**src/rtl/branch_resolve_ctrl_if.sv**
```systemverilog
// Branch-resolution controller bus bundle.
//   res_*        : branch FU -> controller resolution (valid/ready)
//   flush / redirect_* / fetch_stall : controller -> fetch stage
//   btb_wr_*     : controller -> BTB write port (valid/ready)
//   busy         : controller activity status
// Modports: slave = controller side, master = FU/fetch/BTB side.
interface branch_resolve_ctrl_if #(
  parameter int WORD_W = 32
);
  logic              res_valid;
  logic              res_mispredict;
  logic [WORD_W-1:0] res_correct_pc;
  logic              res_update_btb;
  logic [WORD_W-1:0] res_update_pc;
  logic [WORD_W-1:0] res_branch_target;
  logic              res_ready;
  logic              flush;
  logic              redirect_valid;
  logic [WORD_W-1:0] redirect_pc;
  logic              fetch_stall;
  logic              btb_wr_valid;
  logic [WORD_W-1:0] btb_wr_pc;
  logic [WORD_W-1:0] btb_wr_target;
  logic              btb_wr_ready;
  logic              busy;

  modport slave (
    input  res_valid, res_mispredict, res_correct_pc, res_update_btb,
           res_update_pc, res_branch_target, btb_wr_ready,
    output res_ready, flush, redirect_valid, redirect_pc, fetch_stall,
           btb_wr_valid, btb_wr_pc, btb_wr_target, busy
  );

  modport master (
    output res_valid, res_mispredict, res_correct_pc, res_update_btb,
           res_update_pc, res_branch_target, btb_wr_ready,
    input  res_ready, flush, redirect_valid, redirect_pc, fetch_stall,
           btb_wr_valid, btb_wr_pc, btb_wr_target, busy
  );
endinterface

```
**src/rtl/branch_resolve_ctrl.sv**
```systemverilog
// branch_resolve_ctrl
//   Sequences resolved-branch effects: a mispredict becomes one registered
//   flush+redirect cycle followed by FLUSH_CYCLES fetch-stall cycles; BTB
//   updates are queued in a BTBQ_DEPTH-entry FIFO drained over valid/ready.
// Ports:
//   CLK, nRST            clock (rising), async active-low reset
//   br (slave modport)   resolution input, fetch control, BTB write port, busy
//   stat_branches/stat_mispredicts  (only with BR_CTRL_STATS_EN) saturating
//                        counts of accepts / mispredicted accepts
// Optional feature macro: BR_CTRL_STATS_EN
module branch_resolve_ctrl #(
  parameter int WORD_W       = 32,
  parameter int FLUSH_CYCLES = 2,
  parameter int BTBQ_DEPTH   = 4
) (
  input  logic CLK,
  input  logic nRST,
  branch_resolve_ctrl_if.slave br
`ifdef BR_CTRL_STATS_EN
  ,
  output logic [31:0] stat_branches,
  output logic [31:0] stat_mispredicts
`endif
);
  localparam int PTR_W  = $clog2(BTBQ_DEPTH);
  localparam int QCNT_W = PTR_W + 1;
  // +2 keeps the width non-zero when FLUSH_CYCLES is 0
  localparam int CNT_W  = $clog2(FLUSH_CYCLES + 2);

  typedef enum logic [1:0] {IDLE, FLUSH, HOLD} state_t;

  state_t             state_q, state_d;
  logic [CNT_W-1:0]   cnt_q, cnt_d;
  logic [WORD_W-1:0]  pc_q, pc_d;

  logic [BTBQ_DEPTH-1:0][WORD_W-1:0] pc_mem_q, tgt_mem_q;
  logic [PTR_W-1:0]   wr_ptr_q, rd_ptr_q;
  logic [QCNT_W-1:0]  qcnt_q;

  logic accept, push, pop, q_nonempty;

  assign q_nonempty = (qcnt_q != '0);
  // Gated by nRST so the FU sees not-ready while reset is held.
  assign br.res_ready = nRST && (state_q == IDLE) && (qcnt_q < QCNT_W'(BTBQ_DEPTH));
  assign accept = br.res_valid && br.res_ready;
  assign push   = accept && br.res_update_btb;
  assign pop    = q_nonempty && br.btb_wr_ready;

  // ---------------- FSM ----------------
  always_ff @(posedge CLK or negedge nRST) begin
    if (!nRST) begin
      state_q <= IDLE;
      cnt_q   <= '0;
      pc_q    <= '0;
    end else begin
      state_q <= state_d;
      cnt_q   <= cnt_d;
      pc_q    <= pc_d;
    end
  end

  always_comb begin
    state_d = state_q;
    cnt_d   = cnt_q;
    pc_d    = pc_q;
    unique case (state_q)
      IDLE: begin
        if (accept && br.res_mispredict) begin
          state_d = FLUSH;
          pc_d    = br.res_correct_pc;
        end
      end
      FLUSH: begin
        if (FLUSH_CYCLES == 0) begin
          state_d = IDLE;
        end else begin
          state_d = HOLD;
          cnt_d   = CNT_W'(FLUSH_CYCLES);
        end
      end
      HOLD: begin
        cnt_d = cnt_q - 1'b1;
        if (cnt_q == CNT_W'(1)) state_d = IDLE;
      end
      default: state_d = IDLE;
    endcase
  end

  assign br.flush          = (state_q == FLUSH);
  assign br.redirect_valid = (state_q == FLUSH);
  assign br.redirect_pc    = (state_q == FLUSH) ? pc_q : '0;
  assign br.fetch_stall    = (state_q != IDLE);
  assign br.busy           = (state_q != IDLE) || q_nonempty;

  // ---------------- BTB update FIFO ----------------
  // Drains regardless of FSM state; a flush never drops queued updates.
  always_ff @(posedge CLK or negedge nRST) begin
    if (!nRST) begin
      pc_mem_q  <= '0;
      tgt_mem_q <= '0;
      wr_ptr_q  <= '0;
      rd_ptr_q  <= '0;
      qcnt_q    <= '0;
    end else begin
      if (push) begin
        pc_mem_q[wr_ptr_q]  <= br.res_update_pc;
        tgt_mem_q[wr_ptr_q] <= br.res_branch_target;
        wr_ptr_q            <= wr_ptr_q + 1'b1;
      end
      if (pop) rd_ptr_q <= rd_ptr_q + 1'b1;
      case ({push, pop})
        2'b10:   qcnt_q <= qcnt_q + 1'b1;
        2'b01:   qcnt_q <= qcnt_q - 1'b1;
        default: qcnt_q <= qcnt_q;
      endcase
    end
  end

  assign br.btb_wr_valid  = q_nonempty;
  assign br.btb_wr_pc     = q_nonempty ? pc_mem_q[rd_ptr_q]  : '0;
  assign br.btb_wr_target = q_nonempty ? tgt_mem_q[rd_ptr_q] : '0;

`ifdef BR_CTRL_STATS_EN
  // ---------------- statistics ----------------
  logic [31:0] stat_br_q, stat_mp_q;
  always_ff @(posedge CLK or negedge nRST) begin
    if (!nRST) begin
      stat_br_q <= '0;
      stat_mp_q <= '0;
    end else begin
      if (accept && (stat_br_q != 32'hFFFF_FFFF)) stat_br_q <= stat_br_q + 1'b1;
      if (accept && br.res_mispredict && (stat_mp_q != 32'hFFFF_FFFF))
        stat_mp_q <= stat_mp_q + 1'b1;
    end
  end
  assign stat_branches    = stat_br_q;
  assign stat_mispredicts = stat_mp_q;
`endif
endmodule

```
**src/flat_wrapper.sv**
```systemverilog
// flat-port wrapper written by rule: the top's interface ports become plain ports
module branch_resolve_ctrl_flat 
#(
  parameter int WORD_W       = 32,
  parameter int FLUSH_CYCLES = 2,
  parameter int BTBQ_DEPTH   = 4
)
  (CLK, nRST, br_res_valid, br_res_mispredict, br_res_correct_pc, br_res_update_btb, br_res_update_pc, br_res_branch_target, br_btb_wr_ready, br_res_ready, br_flush, br_redirect_valid, br_redirect_pc, br_fetch_stall, br_btb_wr_valid, br_btb_wr_pc, br_btb_wr_target, br_busy);
  branch_resolve_ctrl_if #(.WORD_W(WORD_W)) br_i ();
  input  logic CLK;
  input  logic nRST;
  input wire logic [$bits(br_i.res_valid)-1:0] br_res_valid;
  input wire logic [$bits(br_i.res_mispredict)-1:0] br_res_mispredict;
  input wire logic [$bits(br_i.res_correct_pc)-1:0] br_res_correct_pc;
  input wire logic [$bits(br_i.res_update_btb)-1:0] br_res_update_btb;
  input wire logic [$bits(br_i.res_update_pc)-1:0] br_res_update_pc;
  input wire logic [$bits(br_i.res_branch_target)-1:0] br_res_branch_target;
  input wire logic [$bits(br_i.btb_wr_ready)-1:0] br_btb_wr_ready;
  output wire logic [$bits(br_i.res_ready)-1:0] br_res_ready;
  output wire logic [$bits(br_i.flush)-1:0] br_flush;
  output wire logic [$bits(br_i.redirect_valid)-1:0] br_redirect_valid;
  output wire logic [$bits(br_i.redirect_pc)-1:0] br_redirect_pc;
  output wire logic [$bits(br_i.fetch_stall)-1:0] br_fetch_stall;
  output wire logic [$bits(br_i.btb_wr_valid)-1:0] br_btb_wr_valid;
  output wire logic [$bits(br_i.btb_wr_pc)-1:0] br_btb_wr_pc;
  output wire logic [$bits(br_i.btb_wr_target)-1:0] br_btb_wr_target;
  output wire logic [$bits(br_i.busy)-1:0] br_busy;
  assign br_i.res_valid = br_res_valid;
  assign br_i.res_mispredict = br_res_mispredict;
  assign br_i.res_correct_pc = br_res_correct_pc;
  assign br_i.res_update_btb = br_res_update_btb;
  assign br_i.res_update_pc = br_res_update_pc;
  assign br_i.res_branch_target = br_res_branch_target;
  assign br_i.btb_wr_ready = br_btb_wr_ready;
  assign br_res_ready = br_i.res_ready;
  assign br_flush = br_i.flush;
  assign br_redirect_valid = br_i.redirect_valid;
  assign br_redirect_pc = br_i.redirect_pc;
  assign br_fetch_stall = br_i.fetch_stall;
  assign br_btb_wr_valid = br_i.btb_wr_valid;
  assign br_btb_wr_pc = br_i.btb_wr_pc;
  assign br_btb_wr_target = br_i.btb_wr_target;
  assign br_busy = br_i.busy;
  branch_resolve_ctrl #(.WORD_W(WORD_W), .FLUSH_CYCLES(FLUSH_CYCLES), .BTBQ_DEPTH(BTBQ_DEPTH)) u_core (.CLK(CLK), .nRST(nRST), .br(br_i));
endmodule
```
**config.mk**
```make
export PLATFORM = sky130hd
export DESIGN_NAME = branch_resolve_ctrl_flat
export DESIGN_NICKNAME = d
export VERILOG_FILES = /design/src/rtl/branch_resolve_ctrl_if.sv /design/src/rtl/branch_resolve_ctrl.sv /design/src/flat_wrapper.sv
export SDC_FILE = /design/constraint.sdc
export NUM_CORES = 1
export LEC_CHECK = 0
export CAP_MARGIN = 20
export CORE_ASPECT_RATIO = 0.7
export CORE_MARGIN = 3
export CORE_UTILIZATION = 65
export CTS_CLUSTER_DIAMETER = 50
export DETAILED_ROUTE_END_ITERATION = 8
export DONT_BUFFER_PORTS = 1
export MAX_ROUTING_LAYER = met4
export PLACE_DENSITY = 0.91
export SETUP_SLACK_MARGIN = 0.3
export SYNTH_ARGS = -nofsm -noshare
export SYNTH_HDL_FRONTEND = slang
export SYNTH_SLANG_ARGS = --single-unit
```
**constraint.sdc**
```tcl
create_clock -name CLK -period 3.6 [get_ports CLK]
set_input_delay 0.36 -clock CLK [delete_from_list [all_inputs] [get_ports CLK]]
set_output_delay 0.36 -clock CLK [all_outputs]
set_load 0.005 [all_outputs]
```
# After elaboration in Yosys (flattened, before gate mapping)
# Index checks and enable logic that the tools add are counted.
# totals
reg_bits,299
latch_bits,0
ramBits,0
mem_bits_ro,0
input_bits,102
out_inout_bits,102
word_cells,61
mem_count,0
# op_classes
add_sub_neg,5
n_mul,0
n_div,0
magnitude_cmp,4
n_eq_ne,7
n_shift,0
muxes,16
n_bitwise,0
n_reduce_logical,15
# ops
cell,n
128-bit bitwise mux,2
32-bit 2-to-1 mux,6
32-bit binary-select mux with 2-bit select,2
32-bit demux with 2-bit select,1
1-bit logical AND,7
"2-bit by 1-bit == test with 1-bit output, second input constant",3
"2-bit by 3-bit less-than comparator with 1-bit output, second input constant",2
2-bit one-hot mux with 3 select lines,1
3-bit one-hot mux with 2 select lines,1
2-bit nonzero test,3
"2-bit by 1-bit adder with 2-bit output, second input constant",2
"2-bit == test, second input constant",2
2-bit 2-to-1 mux,2
2-bit one-hot mux with 2 select lines,1
2-bit AND reduction,2
"3-bit by 1-bit adder with 3-bit output, second input constant",1
"3-bit less-than comparator, second input constant",1
3-bit nonzero test,1
"3-bit by 1-bit subtractor with 3-bit output, second input constant",1
"2-bit by 1-bit >= comparator with 1-bit output, second input constant",1
2-bit zero test,1
"2-bit by 1-bit inequality test with 1-bit output, second input constant",1
"2-bit inequality test, second input constant",1
"2-bit by 1-bit subtractor with 2-bit output, second input constant",1
1-bit logical OR,1

# Longest topological paths before layout
# Gate-level depths: netlist (run 1).
# logic_depth
depth_word,7
ltp_mapped,12
ltp_nobuf,12

# Worst setup path before layout (run 1)
# No wires, ideal clock.
# synth_path
path_type,register to register
start,register u_core.state_q[0]
end,register u_core.qcnt_q[2]
setup_time_ns,0.079
arrival_time_ns,2.052
setup_slack_ns,1.469
path_stages_with_launch,13
path_buffers,0
period_less_slack_ns,2.131
cell_sequence,dfrtp_1 inv_1 ha_1 nand3b_4 inv_2 and3_2 inv_1 ha_1 inv_1 fa_1 xor2_1 nor2_1 xor2_1
# synth_between
elab_chain_len,7
elab_cells_between_ends,9
classes_between,eq/ne: 2; mux: 1; reduce/logical: 6
# synth_lines
element,line,source
from (decl),branch_resolve_ctrl.sv:32,"state_t state_q, state_d;"
from (signal assigned),branch_resolve_ctrl.sv:56,state_q <= state_d;
2-bit zero test *,branch_resolve_ctrl.sv:44,assign br.res_ready = nRST && (state_q == IDLE) && (qcnt_q < QCNT_W'(BTBQ_DEPTH));
1-bit logical AND * (2 in a row),branch_resolve_ctrl.sv:44,
net br_res_ready,flat_wrapper.sv:19,output wire logic [$bits(br_i.res_ready)-1:0] br_res_ready;
1-bit logical AND *,branch_resolve_ctrl.sv:45,assign accept = br.res_valid && br.res_ready;
1-bit logical AND *,branch_resolve_ctrl.sv:46,assign push = accept && br.res_update_btb;
2-bit by 1-bit == test with 1-bit output / 2-bit == test (equally long branches),branch_resolve_ctrl.sv:111,"case ({push, pop})"
3-bit one-hot mux with 2 select lines / 2-bit nonzero test (equally long branches),--,
to (signal assigned),branch_resolve_ctrl.sv:112,2'b10: qcnt_q <= qcnt_q + 1'b1;
to (signal assigned),branch_resolve_ctrl.sv:113,2'b01: qcnt_q <= qcnt_q - 1'b1;
to (signal assigned),branch_resolve_ctrl.sv:114,default: qcnt_q <= qcnt_q;
to (decl),branch_resolve_ctrl.sv:38,logic [QCNT_W-1:0] qcnt_q;
# The timed path passes the listed nets; every way through them passes the cells marked *.
# A chain may end at the register's enable or synchronous reset.

# Worst setup path after layout (run 1)
# layout_path
start,register u_core.rd_ptr_q[1]
end,output port br_btb_wr_pc[30]
# layout_between
elab_chain_len,3
# layout_lines
element,line,source
from (decl),branch_resolve_ctrl.sv:37,"logic [PTR_W-1:0] wr_ptr_q, rd_ptr_q;"
from (signal assigned),branch_resolve_ctrl.sv:110,if (pop) rd_ptr_q <= rd_ptr_q + 1'b1;
32-bit binary-select mux with 2-bit select,branch_resolve_ctrl.sv:120,assign br.btb_wr_pc = q_nonempty ? pc_mem_q[rd_ptr_q] : '0;
32-bit 2-to-1 mux (not written as such),branch_resolve_ctrl.sv:120,
32-bit 2-to-1 mux,branch_resolve_ctrl.sv:120,
to (decl),flat_wrapper.sv:25,output wire logic [$bits(br_i.btb_wr_pc)-1:0] br_btb_wr_pc;
# No other way between the ends. The select of a mux whose other input is x is not followed.

==> results.py, run 1 <==
metrics = {
    "status": {
        "outcome": "finished with violations",
        "violations": "negative hold slack",
    },
    "layout": {
        "design_area_sq_um": 15600,
        "multi_input_area_sq_um": 5694,
        "nFillCells": 1057,
        "seq_area_sq_um": 7490,
        "nets": 1056,
        "drive_gt1_share_pct": 43.85,
        "area_growth_pct": 14.61,
    },
    "setup_path": {
        "critPathBufInv": 0,
        "reg2reg_depth": 12,
        "cpMaxStageDelayCell": "dfrtp_4",
        "startpoint_type": "flop",
        "critical_path_required_ps": 3240,
        "r2r_slack_ps": 1130,
        "arrival_ps": 2340,
        "path_max_fanout": 65,
        "cp-end-kind": "primary output",
        "rr_endpoint": "u_core.qcnt_q[2]",
        "reg2reg_from": "u_core.state_q[1]",
        "crit_type": "reg -> out",
        "path_cells": "mux4_2 > and2_1",
        "crit_path_max_incr_delay_ps": 1130,
        "crit_family": "flip-flops",
    },
    "power": {
        "clock_power_share_pct": 24.0,
        "share_seq_of_total_power_pct": 44.9,
        "comb_power_share_pct": 31.0,
        "intPower_uw": 8724,
        "leakagePower_uw": 0.007141,
        "powerDensity_nw_per_um2": 797.9,
        "sw_frac_of_total_pct": 29.89,
        "ir_drop_v": 0.0005805,
        "p_sw_uw": 3720,
    },
    "place": {
        "portBuffers": 0,
        "globalplace.congestion": 0.7637,
        "place_area_sq_um": 13690,
        "hpwlAfterDp_mm": 17.75,
    },
    "yosys": {
        "yosysWarnings": 0,
        "syn_nets": 970,
        "ys_ff_latch": 299,
        "netlist_instances": 857,
        "yosysSeqAreaShare_pct": 54.98,
        "syn_area_sq_um": 13610,
        "yosysUniqueCellTypes": 30,
        "syn_avg_cell_area_sq_um": 15.88,
    },
    "timing": {
        "finalSetupViolations": 0,
        "min_period_over_period_pct": 75.09,
        "worst_pin_slew_ps": 1064,
        "rsz0062_at_grt": "false",
        "fin_skew_ps": 8.782,
        "tns_ps": 0,
        "slew_headroom_pct": 29.09,
        "fin_crit_ps": 2703,
        "hold_violations": 299,
        "fmax_mhz": 369.9,
        "slew_violations": 0,
        "hold_slack_ps": -474.2,
    },
    "floorplanning": {
        "initial_core_util_pct": 67.45,
        "rows": 43,
        "io_pins": 204,
        "die_y_microns": 127.1,
        "fp.dieW_microns": 178.9,
        "dieArea_sq_um": 22740,
        "design.core.area_sq_um": 20180,
    },
    "cts": {
        "clk_pin_slew_ps": 60,
        "clock_latency_ps": 530,
        "cts_inserted_buffers": 29,
        "htree_levels": 1,
        "clock-root-buffer": "clkbuf_16",
        "hold_buffers": 97,
        "cts_buffer_depth": 3,
        "cts_tree": "done",
        "cts_setup_buffers": 0,
        "cts_sinks": 299,
        "cts.repair.resized": 0,
    },
    "grt": {
        "antenna_found_initial": 2,
        "grt_pass1_wl_mm": 47.67,
        "grt_pass1_vias": 8570,
        "grt_max_degree": 302,
        "overflow": 0,
        "track_usage_pct": 27.73,
    },
    "drt": {
        "drcViolationCount": 0,
        "drtIter0Drc": 606,
        "wirelength_mm": 30.09,
        "postRouteAntennaNets": 0,
        "drt_first_pass_iters": 4,
        "via_count": 7610,
        "drt-wirelength-per-cell_microns": 24.42,
        "viasPerCell": 6.177,
    },
    "hold_path": {
        "hp-class": "in -> async",
    },
    "flow_run": {
        "drv_cap": 0,
    },
}
registers in the layout, summed over array words and instances, names as in the netlist:
| name | count |
|---|---|
| u_core.state_q | 2 |
| u_core.pc_q | 32 |
| u_core.wr_ptr_q | 2 |
| u_core.qcnt_q | 3 |
| u_core.tgt_mem_q | 128 |
| u_core.pc_mem_q | 128 |
| u_core.rd_ptr_q | 2 |
| u_core.cnt_q | 2 |
through the flow:
stage / std cells / utilization, % / hold slack [ps] / total power [uW] / setup WS (ps)
after CTS: 1230 / 77.28 / -500.2 / 12450 / 873.0
after global routing: 1232 / 77.30 / -507.8 / 13090 / 799.9
final: 1232 / 77.30 / -474.2 / 12440 / 896.8
after floorplan: 857 / - / 64.41 / 8369 / 1469
after global placement: 1085 / 67.86 / 74.92 / 8941 / 1292
after detailed placement: 1085 / 67.86 / 73.90 / 9325 / 1182
worst register-to-register path: stages (launching register included):
cell,delay [ps]
dfrtp_1,400
inv_1,110
ha_1,260
nand3b_4,180
inv_2,90
and3_2,250
inv_1,70
ha_1,170
inv_1,60
fa_1,380
xor2_1,150
nor2_1,110
xor2_1,170
layout by cell type, fill, tap and decap left out, types with 3 or more instances in the layout:
| cell | instances |
|---|---|
| o21ai_0 | 4 |
| nor2_4 | 4 |
| and2_1 | 97 |
| mux4_2 | 64 |
| inv_1 | 12 |
| xnor2_1 | 3 |
| dlygate4sd3_1 | 97 |
| dfrtp_1 | 297 |
| mux2_2 | 290 |
| buf_12 | 3 |
| xor2_1 | 3 |
| buf_4 | 8 |
| nand3_1 | 6 |
| ha_1 | 10 |
| inv_6 | 3 |
| clkbuf_1 | 4 |
| clkbuf_16 | 29 |
| clkbuf_8 | 6 |
| clkinv_2 | 4 |
routing by layer:
metal  routed length [microns]  share of wire (%)  global-route usage, %  vias to the layer above
li1                          -                  -                      -                     3255
met1                     12440                 41                  35.21                     4076
met2                     15410                 51                  47.14                      221
met3                      1524                5.1                  4.605                       58
met4                       705                2.3                  7.280                        0
met5                         0                  0                      -                        -
kinds of logic (layout without fill, tap and decap cells):
logic type,after synthesis,after routing,synth area share (%)
and+or+nand+nor,115,115,5.333
muxes,355,355,34.70
AOI/OAI and AO/OA,5,5,0.2115
DFF,299,299,54.98
other,0,2,0
buffers and inverters,66,169,3.319
xor gates and xnor gates,6,6,0.3862
adders and majority gates,11,11,1.067
power groups by stage:
stage / Combinational [uW] / Sequential, uW / Clock (uW)
after floorplan: 3240 / 5130 / 0
after global placement: 3540 / 5400 / 0
after detailed placement: 3740 / 5590 / 0
after CTS: 3870 / 5540 / 3030
after global routing: 4180 / 5730 / 3170
final: 3860 / 5590 / 2990
synth_stat cells:
cell       instances  area [sq um]
a2bb2oi_1          1         8.760
and2_1            97         606.8
and3_1             1         6.260
and3_2             1         7.510
buf_1              2         7.510
buf_2              7         35.03
buf_4             13         97.59
buf_6             18         202.7
clkbuf_1          11         41.29
clkbuf_2           1         5.000
clkbuf_8           1         13.76
dfrtp_1          299          7482
fa_1               1         20.02
ha_1              10         125.1
inv_1             12         45.04
inv_2              1         3.750
mux2_2           290          3266
mux2_4             1         15.01
mux4_2            64          1441
nand2_1            1         3.750
nand3_1            6         30.03
nand3b_4           1         20.02
nand4b_1           1         8.760
nor2_1             1         3.750
nor2_2             4         25.02
o21ai_0            4         20.02
or2_2              1         6.260
or3_2              1         7.510
xnor2_1            3         26.28
xor2_1             3         26.28
worst max-delay path by stage:
stage,startpoint,end,slack (ps),cells after the start
finish,u_core.rd_ptr_q[1],br_btb_wr_pc[30],900,2
global route,u_core.state_q[1],br_redirect_pc[26],800,3
CTS,u_core.rd_ptr_q[1],br_btb_wr_pc[27],870,2
detailed placement,u_core.state_q[0],u_core.qcnt_q[2],1180,12
global placement,u_core.state_q[0],u_core.qcnt_q[2],1290,12
floorplan,u_core.state_q[0],u_core.qcnt_q[2],1470,12
final cells by class:
class                      count  share of cell area (%)
multi-input combinational    492                   36.51
timing repair buffer         108                   6.996
tap                          270                   2.166
clock buffer                  39                   5.279
sequential                   299                   48.02
antenna                        2                 0.03209
clock inverter                 9                  0.6819
inverter                      13                  0.3129
Note: power is estimated with default switching activity, not from simulation.
==> run 2: changes to the inputs <==
--- a/config.mk
+++ b/config.mk
@@ -8,12 +8,12 @@
 export CAP_MARGIN = 20
 export CORE_ASPECT_RATIO = 0.7
 export CORE_MARGIN = 3
-export CORE_UTILIZATION = 65
+export CORE_UTILIZATION = 57
 export CTS_CLUSTER_DIAMETER = 50
 export DETAILED_ROUTE_END_ITERATION = 8
 export DONT_BUFFER_PORTS = 1
 export MAX_ROUTING_LAYER = met4
-export PLACE_DENSITY = 0.91
+export PLACE_DENSITY = 0.85
 export SETUP_SLACK_MARGIN = 0.3
 export SYNTH_ARGS = -nofsm -noshare
 export SYNTH_HDL_FRONTEND = slang
==> constraint.sdc (replaced) <==
create_clock -name CLK -period 2.2 [get_ports CLK]
set_input_delay 0.22 -clock CLK [delete_from_list [all_inputs] [get_ports CLK]]
set_output_delay 0.22 -clock CLK [all_outputs]
set_load 0.005 [all_outputs]
==> results.py, run 2 (synthesized netlist as in run 1, its figures left out) <==
metrics = {
    "status": {
        "outcome": "finished with violations",
        "violations": "negative hold slack, negative setup slack",
    },
    "power": {
        "powerDensity_nw_per_um2": 1321,
        "leakagePower_uw": 0.008077,
        "ir_drop_v": 0.0008659,
        "power_uw": 23360,
    },
    "timing": {
        "rsz0062_at_grt": "true",
        "slew_headroom_pct": 70.35,
        "fmax_mhz": 447.3,
        "slew_violations": 0,
        "finalSetupViolations": 42,
        "hold_violations": 299,
        "min_period_over_period_pct": 101.6,
        "fin_crit_ps": 2235,
        "worst_pin_slew_ps": 444.8,
        "hold_slack_ps": -616.3,
        "setup_ws_ps": -35.44,
        "fin_skew_ps": 29.16,
    },
    "drt": {
        "routed-wl-met2_mm": 18.21,
        "wirelength_mm": 36.87,
        "via_count": 8255,
        "dr_wl_met3_mm": 1.961,
        "highest_layer": "met4",
        "viasPerCell": 6.160,
        "drt_first_pass_iters": 5,
        "drt-wirelength-per-cell_microns": 27.52,
        "drtIter0Drc": 545,
        "postRouteAntennaNets": 0,
        "wl_met1_mm": 15.81,
        "drcViolationCount": 0,
    },
    "setup_path": {
        "critical_path_required_ps": 1980,
        "r2r_slack_ps": 100,
        "path_max_fanout": 6,
        "reg2reg_depth": 12,
        "arrival_ps": 2020,
        "reg2reg_from": "u_core.state_q[0]",
        "rr_endpoint": "u_core.qcnt_q[2]",
        "cp-end-kind": "primary output",
        "crit_type": "reg -> out",
        "startpoint_type": "flop",
    },
    "layout": {
        "nets": 1124,
        "final_common_cell": "dfrtp_1",
        "diodes": 0,
        "area_growth_pct": 29.93,
        "largestRegisters": "u_core.pc_mem_q (128), u_core.tgt_mem_q (128), u_core.pc_q (32)",
        "design_area_sq_um": 17680,
        "final_cell_mix": "dfrtp_1 (297), mux2_2 (167), mux2_4 (124)",
        "drive_gt1_share_pct": 57.49,
        "stdcell_count": 1340,
    },
    "floorplanning": {
        "io_pins": 204,
        "initial_core_util_pct": 59.11,
        "dieArea_sq_um": 25790,
        "rows": 46,
        "die_y_microns": 135.3,
        "fp.dieW_microns": 190.7,
        "design.core.area_sq_um": 23020,
    },
    "grt": {
        "grt_pass1_vias": 8476,
        "overflow": 0,
        "track_usage_pct": 24.89,
        "grt_pass1_wl_mm": 48.92,
        "antenna_found_initial": 0,
        "grt_max_degree": 302,
    },
    "place": {
        "portBuffers": 0,
        "globalplace.congestion": 0.7123,
        "place_area_sq_um": 13960,
        "placed_cells": 1134,
        "hpwlAfterDp_mm": 16.90,
    },
    "cts": {
        "cts_buffer_depth": 3,
        "cts_inserted_buffers": 29,
        "htree_levels": 1,
        "clock-root-buffer": "clkbuf_16",
        "hold_buffers": 97,
        "cts_tree": "done",
        "cts_sinks": 299,
        "clk_pin_slew_ps": 60,
        "clock_latency_ps": 550,
    },
    "hold_path": {
        "hp-class": "in -> async",
    },
    "flow_run": {
        "drv_cap": 0,
    },
}
run 2: cell types whose count changed in the layout (fill, tap and decap cells not counted), moves of 5 or more:
cell       previous run  this run
buf_4                 8        13
mux2_4                1       124
buf_16                0         6
buf_12                3        18
and2_4                0        97
mux2_2              290       167
buf_8                 0         5
clkbuf_16            29        50
and2_1               97         0
buf_6                 0        14
run 2: worst max-delay path by stage:
stage | to | from | cells after the start
2_1_floorplan | u_core.qcnt_q[2] | u_core.state_q[1] | 12
3_3_place_gp | u_core.qcnt_q[2] | u_core.state_q[1] | 12
3_5_place_dp | u_core.qcnt_q[2] | u_core.state_q[1] | 12
4_1_cts | br_btb_wr_pc[1] | u_core.rd_ptr_q[0] | 3
5_1_grt | br_btb_wr_target[12] | u_core.rd_ptr_q[0] | 4
6_report | br_btb_wr_pc[8] | u_core.rd_ptr_q[0] | 4
run 2: worst max-delay path, cell delays in order, from the launching register on:
cell       delay, ps
dfrtp_4          450
buf_12           160
clkbuf_16        170
mux4_2           510
and2_4           160
run 2: layout make-up:
cell class / count / area (sq um)
clock buffers: 41 / 810.8
clock inverters: 7 / 68.82
fillers: 1212 / 5341
inverters: 13 / 53.80
multi-input cells: 492 / 6452
flip-flops and latches: 299 / 7487
well taps: 312 / 390.4
repair buffers: 176 / 2417
run 2: routing by layer:
layer | up-vias | track usage, %
met2 | 327 | 40.08
li1 | 3404 | -
met1 | 4445 | 34.24
met3 | 79 | 4.344
met5 | - | -
met4 | 0 | 4.847
run 2: power breakdown:
| part | total (uW) | internal, uW | switching [uW] | leakage, uW |
|---|---|---|---|---|
| Clock | 4770 | 2660 | 2110 | 0.000426 |
| Sequential | 8990 | 7660 | 1340 | 0.00392 |
| Combinational | 9590 | 6120 | 3470 | 0.00373 |
run 2: what timing repair did:
| action | 4_1_cts | 5_1_grt |
|---|---|---|
| buffers inserted | 11 | 17 |
| endpoints found under the hold margin | 589 | 299 |
| resized for setup | 124 | 142 |
| pin swaps | 33 | 14 |
| cloned | 6 | 27 |
| setup endpoints to repair | 199 | 276 |
run 2: metrics by stage:
| stage | hold slack (ps) | TNS, ps | worst slack, ps | utilization [%] |
|---|---|---|---|---|
| detailed placement | -67.56 | 0 | 218.0 | 60.62 |
| global route | -642.3 | -3379 | -78.68 | 76.80 |
| global placement | -65.66 | 0 | 270.6 | 60.62 |
| floorplan | -75.59 | 0 | 292.4 | - |
| finish | -616.3 | -602.9 | -35.44 | 76.80 |
| CTS | -643.5 | -3761 | -96.59 | 71.43 |
